## src/rtl/freq_meas_pkg.sv

```systemverilog
// Shared constants for the frequency-measurement sequencer: gate encoding,
// Hz-per-count multipliers and FSM state codes.
package freq_meas_pkg;

  localparam logic GATE_FAST = 1'b1;
  localparam logic GATE_SLOW = 1'b0;

  // Hz per count: 1 / 50 us and 1 / 50 ms
  localparam logic [15:0] FAST_MULT = 16'd20000;
  localparam logic [15:0] SLOW_MULT = 16'd20;

  typedef logic [3:0] state_t;

  localparam state_t ST_IDLE    = 4'd0;
  localparam state_t ST_CLEAR   = 4'd1;
  localparam state_t ST_ARM     = 4'd2;
  localparam state_t ST_WAIT    = 4'd3;
  localparam state_t ST_SETTLE  = 4'd4;
  localparam state_t ST_CAPTURE = 4'd5;
  localparam state_t ST_SCALE   = 4'd6;
  localparam state_t ST_RANGE   = 4'd7;
  localparam state_t ST_NEXT    = 4'd8;

endpackage

```

## src/rtl/sync_2ff.sv

```systemverilog
// Two-flop synchroniser for a single asynchronous level.
module sync_2ff (
  input  logic i_clk,
  input  logic i_rst_n,
  input  logic i_d,
  output logic o_q
);

  logic r_meta;
  logic r_sync;

  // Metastability filter: first flop may go metastable, second resolves it.
  always_ff @(posedge i_clk or negedge i_rst_n) begin
    if (!i_rst_n) begin
      r_meta <= 1'b0;
      r_sync <= 1'b0;
    end else begin
      r_meta <= i_d;
      r_sync <= r_meta;
    end
  end

  assign o_q = r_sync;

endmodule

```

## src/rtl/freq_meas_ctrl.sv

```systemverilog
// Sequencer and result stage behind the gate counter: clear, arm, wait for done,
// capture, scale to Hz, auto-range and publish with a one-cycle valid pulse.
module freq_meas_ctrl
  import freq_meas_pkg::*;
#(
  parameter int unsigned CLR_CYCLES     = 32'd4,
  parameter int unsigned SETTLE_CYCLES  = 32'd2,
  parameter int unsigned TIMEOUT_CYCLES = 32'd4000000,
  parameter int unsigned LOW_THRESH     = 32'd100,
  parameter int unsigned HIGH_THRESH    = 32'd1000000
) (
  input  logic        ref_clk_20M,
  input  logic        cnt_clr,
  input  logic        start,
  input  logic        continuous,
  input  logic        auto_range,
  input  logic        gate_man,
  input  logic        done_in,
  input  logic [31:0] cnt_in,
  output logic        meas_clr_n,
  output logic        gate_sel,
  output logic        busy,
  output logic        freq_valid,
  output logic [31:0] freq_hz,
  output logic [31:0] raw_count,
  output logic        gate_used,
  output logic        ovf,
  output logic        timeout
);

  localparam logic [7:0]  CLR_LAST    = 8'(CLR_CYCLES - 32'd1);
  localparam logic [7:0]  SETTLE_LAST = 8'(SETTLE_CYCLES - 32'd1);
  localparam logic [31:0] TO_LAST     = 32'(TIMEOUT_CYCLES - 32'd1);

  state_t      r_state;
  logic        r_range;
  logic        r_gate;
  logic        r_clr_n;
  logic        r_busy;
  logic        r_valid;
  logic [31:0] r_freq_hz;
  logic [31:0] r_raw_count;
  logic        r_gate_used;
  logic        r_ovf;
  logic        r_timeout;
  logic [31:0] r_raw;
  logic [31:0] r_calc_freq;
  logic        r_calc_ovf;
  logic [7:0]  r_step;
  logic [31:0] r_wait;

  logic        w_done_s;
  logic        w_gate_next;
  logic [15:0] w_mult;
  logic [47:0] w_product;

  sync_2ff u_done_sync (
    .i_clk   (ref_clk_20M),
    .i_rst_n (cnt_clr),
    .i_d     (done_in),
    .o_q     (w_done_s)
  );

  assign w_gate_next = auto_range ? r_range : gate_man;
  assign w_mult      = (r_gate == GATE_FAST) ? FAST_MULT : SLOW_MULT;
  assign w_product   = {16'd0, r_raw} * {32'd0, w_mult};

  // Measurement sequencer; every output is a register updated here.
  always_ff @(posedge ref_clk_20M or negedge cnt_clr) begin
    if (!cnt_clr) begin
      r_state     <= ST_IDLE;
      r_range     <= GATE_FAST;
      r_gate      <= GATE_FAST;
      r_clr_n     <= 1'b0;
      r_busy      <= 1'b0;
      r_valid     <= 1'b0;
      r_freq_hz   <= 32'd0;
      r_raw_count <= 32'd0;
      r_gate_used <= GATE_FAST;
      r_ovf       <= 1'b0;
      r_timeout   <= 1'b0;
      r_raw       <= 32'd0;
      r_calc_freq <= 32'd0;
      r_calc_ovf  <= 1'b0;
      r_step      <= 8'd0;
      r_wait      <= 32'd0;
    end else begin
      r_valid <= 1'b0;
      case (r_state)
        ST_IDLE: begin
          r_clr_n <= 1'b0;
          if (start) begin
            r_state <= ST_CLEAR;
            r_busy  <= 1'b1;
            r_gate  <= w_gate_next;
            r_step  <= CLR_LAST;
          end
        end
        ST_CLEAR: begin
          if (r_step == 8'd0) begin
            r_state <= ST_ARM;
            r_clr_n <= 1'b1;
          end else begin
            r_step <= r_step - 8'd1;
          end
        end
        ST_ARM: begin
          r_wait  <= 32'd0;
          r_state <= ST_WAIT;
        end
        ST_WAIT: begin
          if (w_done_s) begin
            r_state <= ST_SETTLE;
            r_step  <= SETTLE_LAST;
          end else if (r_wait == TO_LAST) begin
            r_freq_hz   <= 32'd0;
            r_raw_count <= 32'd0;
            r_ovf       <= 1'b0;
            r_timeout   <= 1'b1;
            r_valid     <= 1'b1;
            r_state     <= ST_NEXT;
          end else begin
            r_wait <= r_wait + 32'd1;
          end
        end
        ST_SETTLE: begin
          if (r_step == 8'd0) begin
            r_state <= ST_CAPTURE;
          end else begin
            r_step <= r_step - 8'd1;
          end
        end
        ST_CAPTURE: begin
          r_raw   <= cnt_in;
          r_state <= ST_SCALE;
        end
        ST_SCALE: begin
          if (w_product[47:32] != 16'd0) begin
            r_calc_freq <= 32'hFFFF_FFFF;
            r_calc_ovf  <= 1'b1;
          end else begin
            r_calc_freq <= w_product[31:0];
            r_calc_ovf  <= 1'b0;
          end
          r_state <= ST_RANGE;
        end
        ST_RANGE: begin
          // Once the gate is slow this branch cannot fire again, so at most one re-measure.
          if (auto_range && (r_gate == GATE_FAST) && (r_raw < LOW_THRESH)) begin
            r_range <= GATE_SLOW;
            r_gate  <= GATE_SLOW;
            r_clr_n <= 1'b0;
            r_step  <= CLR_LAST;
            r_state <= ST_CLEAR;
          end else begin
            if (auto_range && (r_gate == GATE_SLOW) && (r_raw > HIGH_THRESH)) begin
              r_range <= GATE_FAST;
            end else begin
              r_range <= r_range;
            end
            r_freq_hz   <= r_calc_freq;
            r_raw_count <= r_raw;
            r_gate_used <= r_gate;
            r_ovf       <= r_calc_ovf;
            r_timeout   <= 1'b0;
            r_valid     <= 1'b1;
            r_state     <= ST_NEXT;
          end
        end
        ST_NEXT: begin
          r_clr_n <= 1'b0;
          if (continuous) begin
            r_gate  <= w_gate_next;
            r_step  <= CLR_LAST;
            r_state <= ST_CLEAR;
          end else begin
            r_busy  <= 1'b0;
            r_state <= ST_IDLE;
          end
        end
        default: begin
          r_clr_n <= 1'b0;
          r_busy  <= 1'b0;
          r_state <= ST_IDLE;
        end
      endcase
    end
  end

  assign meas_clr_n = r_clr_n;
  assign gate_sel   = r_gate;
  assign busy       = r_busy;
  assign freq_valid = r_valid;
  assign freq_hz    = r_freq_hz;
  assign raw_count  = r_raw_count;
  assign gate_used  = r_gate_used;
  assign ovf        = r_ovf;
  assign timeout    = r_timeout;

endmodule

```

## config.mk

```make
export PLATFORM = sky130hd
export DESIGN_NAME = freq_meas_ctrl
export DESIGN_NICKNAME = d
export VERILOG_FILES = /design/src/rtl/freq_meas_pkg.sv /design/src/rtl/sync_2ff.sv /design/src/rtl/freq_meas_ctrl.sv
export SDC_FILE = /design/constraint.sdc
export NUM_CORES = 1
export LEC_CHECK = 0
export ABC_AREA = 1
export CAP_MARGIN = 30
export CORE_MARGIN = 2
export CORE_UTILIZATION = 35
export DETAILED_ROUTE_END_ITERATION = 8
export PLACE_DENSITY = 0.6
export SETUP_SLACK_MARGIN = 0.2
export SYNTH_ARGS = -nofsm -noshare
export SYNTH_HDL_FRONTEND = slang
export SYNTH_SLANG_ARGS = --single-unit
```

## constraint.sdc

```tcl
create_clock -name ref_clk_20M -period 6.6 [get_ports ref_clk_20M]
set_input_delay 1.32 -clock ref_clk_20M [delete_from_list [all_inputs] [get_ports ref_clk_20M]]
set_output_delay 1.32 -clock ref_clk_20M [all_outputs]
set_load 0.01 [all_outputs]
```

==> results of run 1 <==
metal layers:
metal  routed length (µm)  GRT usage  part of all wire  up-vias
li1                     -          -                 -     7241
met2                23600      0.332              0.49      254
met3                 1800     0.0237             0.037       50
met1                21700      0.260              0.45     7096
met4                  915     0.0547             0.019        0
met5                    0          0                 0        -
cell usage after synthesis (3+ instances only):
cell type | n | area (µm²)
o21bai_1 | 17 | 128
nor2_4 | 4 | 45.0
xnor2_1 | 4 | 35.0
nand4_1 | 25 | 156
a21oi_1 | 87 | 435
nor2_2 | 3 | 18.8
o21ai_0 | 181 | 906
ha_1 | 190 | 2380
a21oi_2 | 3 | 26.3
buf_2 | 7 | 35.0
clkbuf_1 | 35 | 131
mux2_2 | 10 | 113
dfrtp_1 | 176 | 4400
inv_2 | 5 | 18.8
nand2_2 | 9 | 56.3
dfstp_2 | 3 | 78.8
nand2_1 | 533 | 2000
buf_4 | 6 | 45.0
nor4_1 | 9 | 56.3
nand3_2 | 14 | 140
xor2_1 | 37 | 324
nor3_1 | 30 | 150
nand3_1 | 76 | 380
inv_1 | 409 | 1540
buf_1 | 4 | 15.0
o31ai_1 | 20 | 150
fa_1 | 123 | 2460
nor2_1 | 191 | 717
critical path: stages, from the launching register on:
cell and delay, ns:
dfstp_4 0.71, buf_6 0.18, nand2_1 0.14, fa_1 0.51, or2_2 0.35, nand2_1 0.10
fa_1 0.42, fa_1 0.52, fa_1 0.59, inv_1 0.06, ha_1 0.30, ha_1 0.39
nand2_1 0.13, nor2_1 0.20, nand2_1 0.13, nor3_1 0.15, nand2_1 0.14, nand3_1 0.09
nand2_1 0.09, nor2_1 0.10, nand2_1 0.09, nor2_4 0.18, nand2_1 0.15, nand2_4 0.17
nand2_1 0.08
worst paths after layout:
| kind | start | end | slack [ns] | depth (start not counted) |
|---|---|---|---|---|
| worst min register to register | u_done_sync.r_meta | u_done_sync.o_q | 0.36 | 0 |
| worst min-delay path | u_done_sync.r_meta | u_done_sync.o_q | 0.36 | 0 |
| worst max register to register | gate_sel | r_calc_freq[1] | 0.49 | 24 |
| worst max-delay path | gate_sel | r_calc_freq[1] | 0.49 | 24 |
| max in group asynchronous | cnt_clr | r_raw[20] | 4.45 | 2 |
| min in group asynchronous | cnt_clr | freq_hz[9] | 0.93 | 1 |
flip-flops by register name (all words and copies together), names as in the netlist:
register and flops:
gate_sel 1, r_raw 32, r_calc_freq 31, meas_clr_n 1, raw_count 32, r_step 8, busy 1, gate_used 1
freq_hz 31, u_done_sync.o_q 1, u_done_sync.r_meta 1, r_wait 32, freq_valid 1, r_state 4, r_range 1, timeout 1
what timing repair did:
item	CTS	global route
endpoints found under the setup margin	10	31
gates resized for setup	2	59
buffers inserted	0	3
pin swaps	0	2
kinds of logic (layout without fill, tap and decap cells):
group	count (synthesis)	in the layout
muxes	11	11
AOI/OAI and AO/OA	310	310
xor gates and xnor gates	41	41
DFF	179	179
other	2	31
and+or+nand+nor	903	903
adders and majority gates	313	313
buffers and inverters	471	582
area by class of cell:
type / instances / area (µm²)
clock buffer: 18 / 439
clock inverter: 14 / 188
fill: 4924 / 28100
inverter: 416 / 1570
multi-input combinational: 1609 / 11100
sequential: 179 / 4490
tap: 615 / 769
timing repair buffer: 134 / 1340
per-stage QoR:
| step | worst slack, ns | hold WS, ns |
|---|---|---|
| floorplan | 0.870 | 0.331 |
| global placement | 0.132 | 0.338 |
| detailed placement | 0.175 | 0.343 |
| CTS | 0.237 | 0.366 |
| global route | 0.201 | 0.367 |
| finish | 0.494 | 0.361 |
placed cells by master, fill, tap and decap left out, types with 4 or more instances in the layout:
cell             Yosys  final
nor2_4               4      7
clkdlybuf4s50_1      0    108
nand4_1             25     25
ha_1               190    178
xnor2_1              4      4
a21oi_2              3      7
nor2_2               3      9
fa_1               123    123
conb_1               2     31
nor4_1               9      9
o31ai_1             20     20
nand3_1             76     72
nand2_2              9     17
inv_2                5     10
xor2_1              37     37
nor3_1              30     27
nand2_1            533    523
o21bai_1            17     16
inv_6                0      6
mux2_2              10     10
ha_2                 0     10
buf_4                6     18
a21oi_1             87     82
o21ai_0            181    179
nand3_2             14     18
nor3_2               1      4
dfrtp_1            176    176
nor2_1             191    182
buf_6                1      4
clkbuf_16            0     17
inv_1              409    403
==> flow_summary.json, run 1 <==
{
  "grt_pass1_wl_um": 77800,
  "synth_top_family_by_area": "adder cells",
  "routed-via-count": 14641,
  "antenna_found_initial": 0,
  "ys.flop_type": "dfrtp_1",
  "post-route-cell-area_um2": 19900,
  "setup_viol": 0,
  "clk_root_buffer_cell": "clkbuf_16",
  "ys_ff_latch": 179,
  "vias_per_cell": 4.90,
  "final_util": 0.414,
  "yosys.area_share.simple": 0.222,
  "cts.sinks": 179,
  "max_freq_ghz": 0.164,
  "fp.dieW_um": 225,
  "relSlewSlack": 0.411,
  "min_period_ns": 6.11,
  "muxShareOfSynthArea": 0.00718,
  "drt_wl_total_um": 48100,
  "ant_nets": 0,
  "grt_overflow": 0,
  "layout-drive-gt1-share": 0.0688,
  "setup_tns_ns": 0,
  "yosysUniqueCellTypes": 43,
  "fin_nets": 2709,
  "drt_pass1_iterations": 5,
  "syn2layout_area_growth_pct": 16.3,
  "grt_pass1_vias": 14691,
  "port_buffers": 109,
  "max_cap_viol_count": 0,
  "place_inst": 2950,
  "synth_area_um2": 17100,
  "cts_buffer_depth": 2,
  "tightestPinTransition_ns": 0.880,
  "hpwl_um": 39100,
  "final_cell_count_no_fill": 2985,
  "critical_path_arrival_ns": 6.45,
  "skew_ns": 0.0194,
  "synth_fa_ha_area_frac": 0.283,
  "drt-initial-drc-count": 1038,
  "gp_congestion": 0.935,
  "slew_violations": 0,
  "wl_per_cell_um": 16.1,
  "track_usage": 0.195,
  "worst-endpoint-required_ns": 6.94,
  "seq_area_frac_synth": 0.262,
  "clk_latency_ns": 0.47,
  "postCtsHoldBufs": 0,
  "hold_class": "reg2reg",
  "cts_made_buffers": 17,
  "synth.avg_cell_area_um2": 7.66,
  "die_h_um": 225,
  "cp_max_fo": 10,
  "htree_levels": 4,
  "rows": 80,
  "end_kind": "flip-flop",
  "n_antenna_cell": 0,
  "rsz0062_at_grt": "true",
  "outcome": "finished clean",
  "coreArea_um2": 47900,
  "finalHoldViolCount": 0,
  "finalCritPeriodShare": 0.925,
  "initial_utilization": 0.356,
  "clk_pin_slew_worst_paths_ns": 0.09,
  "synth_xor_area_frac": 0.0210,
  "cts_tree": "done",
  "dieArea_um2": 50600,
  "drc": 0,
  "ys_warn_count": 0,
  "grt_max_degree": 102,
  "crit_path_start_kind": "flip-flop",
  "synth_compound_area_frac": 0.0973,
  "synth_edf_count": 0,
  "postSynth.asyncResetShare": 1.00,
  "num_io_pins": 110,
  "synthCells": 2230,
  "place_area_um2": 19000,
  "crit_type": "reg2reg"
}
Power of run 1 is not shown: default switching activity piles up to over one toggle a cycle in this logic, so the estimate is an artifact.
==> inputs of run 2 (changes only) <==
Settings changed: ABC_AREA 1 to default, CORE_UTILIZATION 35 to 45, PLACE_DENSITY 0.6 to default, PLACE_DENSITY_LB_ADDON from default to 0.3.
==> run 2 against run 1 <==
Cell count fell by 23%. Critical path depth fell by 4. Sequential cell count did not move. Wire length fell by 20%. Utilization rose by 14 points. Global-route usage rose by 1.8 points. Critical path type unchanged. Synthesized area fell by 6.9%. Non-clock buffer count rose by 43.
==> flow_summary.json, run 2 <==
{
  "synthCells": 1688,
  "ff2ff_setup_slack_ns": 0.36,
  "synth_top_area_share": 0.277,
  "cts.sinks": 179,
  "drt-initial-drc-count": 567,
  "num_io_pins": 110,
  "finalHoldViolCount": 0,
  "hold_class": "reg2reg",
  "fp.dieW_um": 192,
  "r2r_cells": 20,
  "hpwl_um": 28900,
  "max_freq_ghz": 0.160,
  "ys_warn_count": 0,
  "dp_slack_ns": 0.00652,
  "layout-drive-gt1-share": 0.143,
  "cts_buffer_depth": 2,
  "setup_tns_ns": 0,
  "wl_per_cell_um": 16.8,
  "grt_overflow": 0,
  "max_cap_viol_count": 0,
  "port_buffers": 109,
  "track_usage": 0.212,
  "drt_pass1_iterations": 5,
  "dieArea_um2": 36900,
  "cp_max_fo": 36,
  "crit_type": "reg2reg",
  "crit_path_start": "gate_sel",
  "grt_pass1_vias": 12445,
  "finalCritPeriodShare": 0.945,
  "seq_area_um2": 4490,
  "worstReg2RegStart": "gate_sel",
  "hold_end": "u_done_sync.o_q",
  "cts_made_buffers": 17,
  "drc": 0,
  "ys_ff_latch": 179,
  "synth_most_common_cell": "nand2_1",
  "rsz0062_at_grt": "false",
  "synth_edf_count": 0,
  "synth_area_um2": 15900,
  "synth_area_leaders": "dfrtp_1 (28%), fa_1 (15%), ha_1 (15%)",
  "rows": 68,
  "worst-endpoint-required_ns": 6.94,
  "n_antenna_cell": 0,
  "final_common_cell": "nand2_1",
  "skew_ns": 0.0145,
  "r2r-end": "r_calc_freq[23]",
  "clk_pin_slew_worst_paths_ns": 0.08,
  "antenna_found_initial": 0,
  "end_kind": "flip-flop",
  "vias_per_cell": 5.37,
  "clk_latency_ns": 0.46,
  "netlist.top_cell.by_area": "dfrtp_1",
  "setup_viol": 0,
  "crit_path_start_kind": "flip-flop",
  "drt_wl_total_um": 38600,
  "synth_common_cells": "nand2_1 (206), ha_1 (190), dfrtp_1 (176)",
  "fill_cells": 3123,
  "final_cell_mix": "nand2_1 (199), dfrtp_1 (176), ha_1 (170)",
  "synth.avg_cell_area_um2": 9.42,
  "clk_root_buffer_cell": "clkbuf_16",
  "cts_tree": "done",
  "final_util": 0.551,
  "relSlewSlack": 0.435,
  "gp_congestion": 0.901,
  "hold_depth": 0,
  "grt_pass1_wl_um": 62600,
  "fin_nets": 2177,
  "grt_max_degree": 94,
  "setup_slack_ns": 0.360,
  "multi_input_area_um2": 11200,
  "tightestPinTransition_ns": 0.848,
  "outcome": "finished clean",
  "htree_levels": 4,
  "routed-via-count": 12315,
  "postSynth.asyncResetShare": 1.00,
  "yosysUniqueCellTypes": 72,
  "ant_nets": 0,
  "critical_path_arrival_ns": 6.58,
  "initial_utilization": 0.458,
  "worstHoldStart": "u_done_sync.r_meta",
  "coreArea_um2": 34700,
  "ys.flop_type": "dfrtp_1",
  "slew_violations": 0,
  "seq_area_frac_synth": 0.282,
  "die_h_um": 192,
  "syn2layout_area_growth_pct": 20.3,
  "min_period_ns": 6.24
}
[run 2: worst max-delay path by stage]
stage               slack [ns]  cells after the start              end
finish                    0.36                     20  r_calc_freq[23]
global route              0.12                     22  r_calc_freq[30]
CTS                       0.21                     21  r_calc_freq[18]
detailed placement       0.007                     22  r_calc_freq[15]
global placement          0.22                     19   r_calc_freq[2]
floorplan                 0.21                     23  r_calc_freq[30]
[run 2: kinds of logic after synthesis]
group | count (synthesis) | synth area share
AO/OA/AOI/OAI | 270 | 0.108
XOR/XNOR | 82 | 0.0451
adder cells (fa/ha/maj) | 313 | 0.304
buffers and inverters | 229 | 0.0576
flip-flops | 179 | 0.282
multiplexers | 42 | 0.0291
other | 2 | 0.000472
AND/OR/NAND/NOR | 571 | 0.174
[run 2: final cells by class]
cell class | instances | share of cell area
Multi-Input combinational cell | 1309 | 0.587
Clock inverter | 15 | 0.00954
Timing Repair Buffer | 177 | 0.0897
Clock buffer | 17 | 0.0222
Tap cell | 455 | 0.0297
Sequential cell | 179 | 0.234
Inverter | 141 | 0.0278
[run 2: routing by layer]
layer	track usage	routed length (µm)	vias up
li1	-	-	5892
met2	0.364	19300	222
met1	0.280	17100	6154
met4	0.0675	888	0
met3	0.0263	1280	47
met5	0	0	-
[run 2: timing repair]
item | CTS | global route
hold buffers | 0 | 0
gates resized for setup | 10 | 125
setup endpoints to repair | 31 | 31
setup buffers | 0 | 20
pin swaps | 0 | 43
gates cloned | 1 | 3
[run 2: critical path, cell delays in order (launching register included)]
cell and delay, ns:
dfstp_4 0.72, buf_12 0.13, buf_16 0.17, and2_1 0.15, ha_1 0.23, ha_1 0.32
fa_1 0.56, fa_1 0.46, fa_1 0.51, ha_1 0.30, ha_1 0.32, and4_4 0.25
nand4_1 0.17, nand4b_1 0.26, o211a_1 0.19, a311oi_2 0.34, nand4bb_4 0.15, a2111oi_4 0.20
o2111a_2 0.40, clkbuf_16 0.22, a21oi_1 0.06
[run 2: per-stage QoR]
step | std cells | cell area, µm² | hold WS, ns
finish | 2293 | 19100 | 0.358
global placement | 2235 | 17700 | 0.334
CTS | 2269 | 18400 | 0.359
floorplan | 1717 | 16000 | 0.331
global route | 2293 | 19100 | 0.371
detailed placement | 2236 | 17700 | 0.340
Power of run 2 is left out for the same reason.
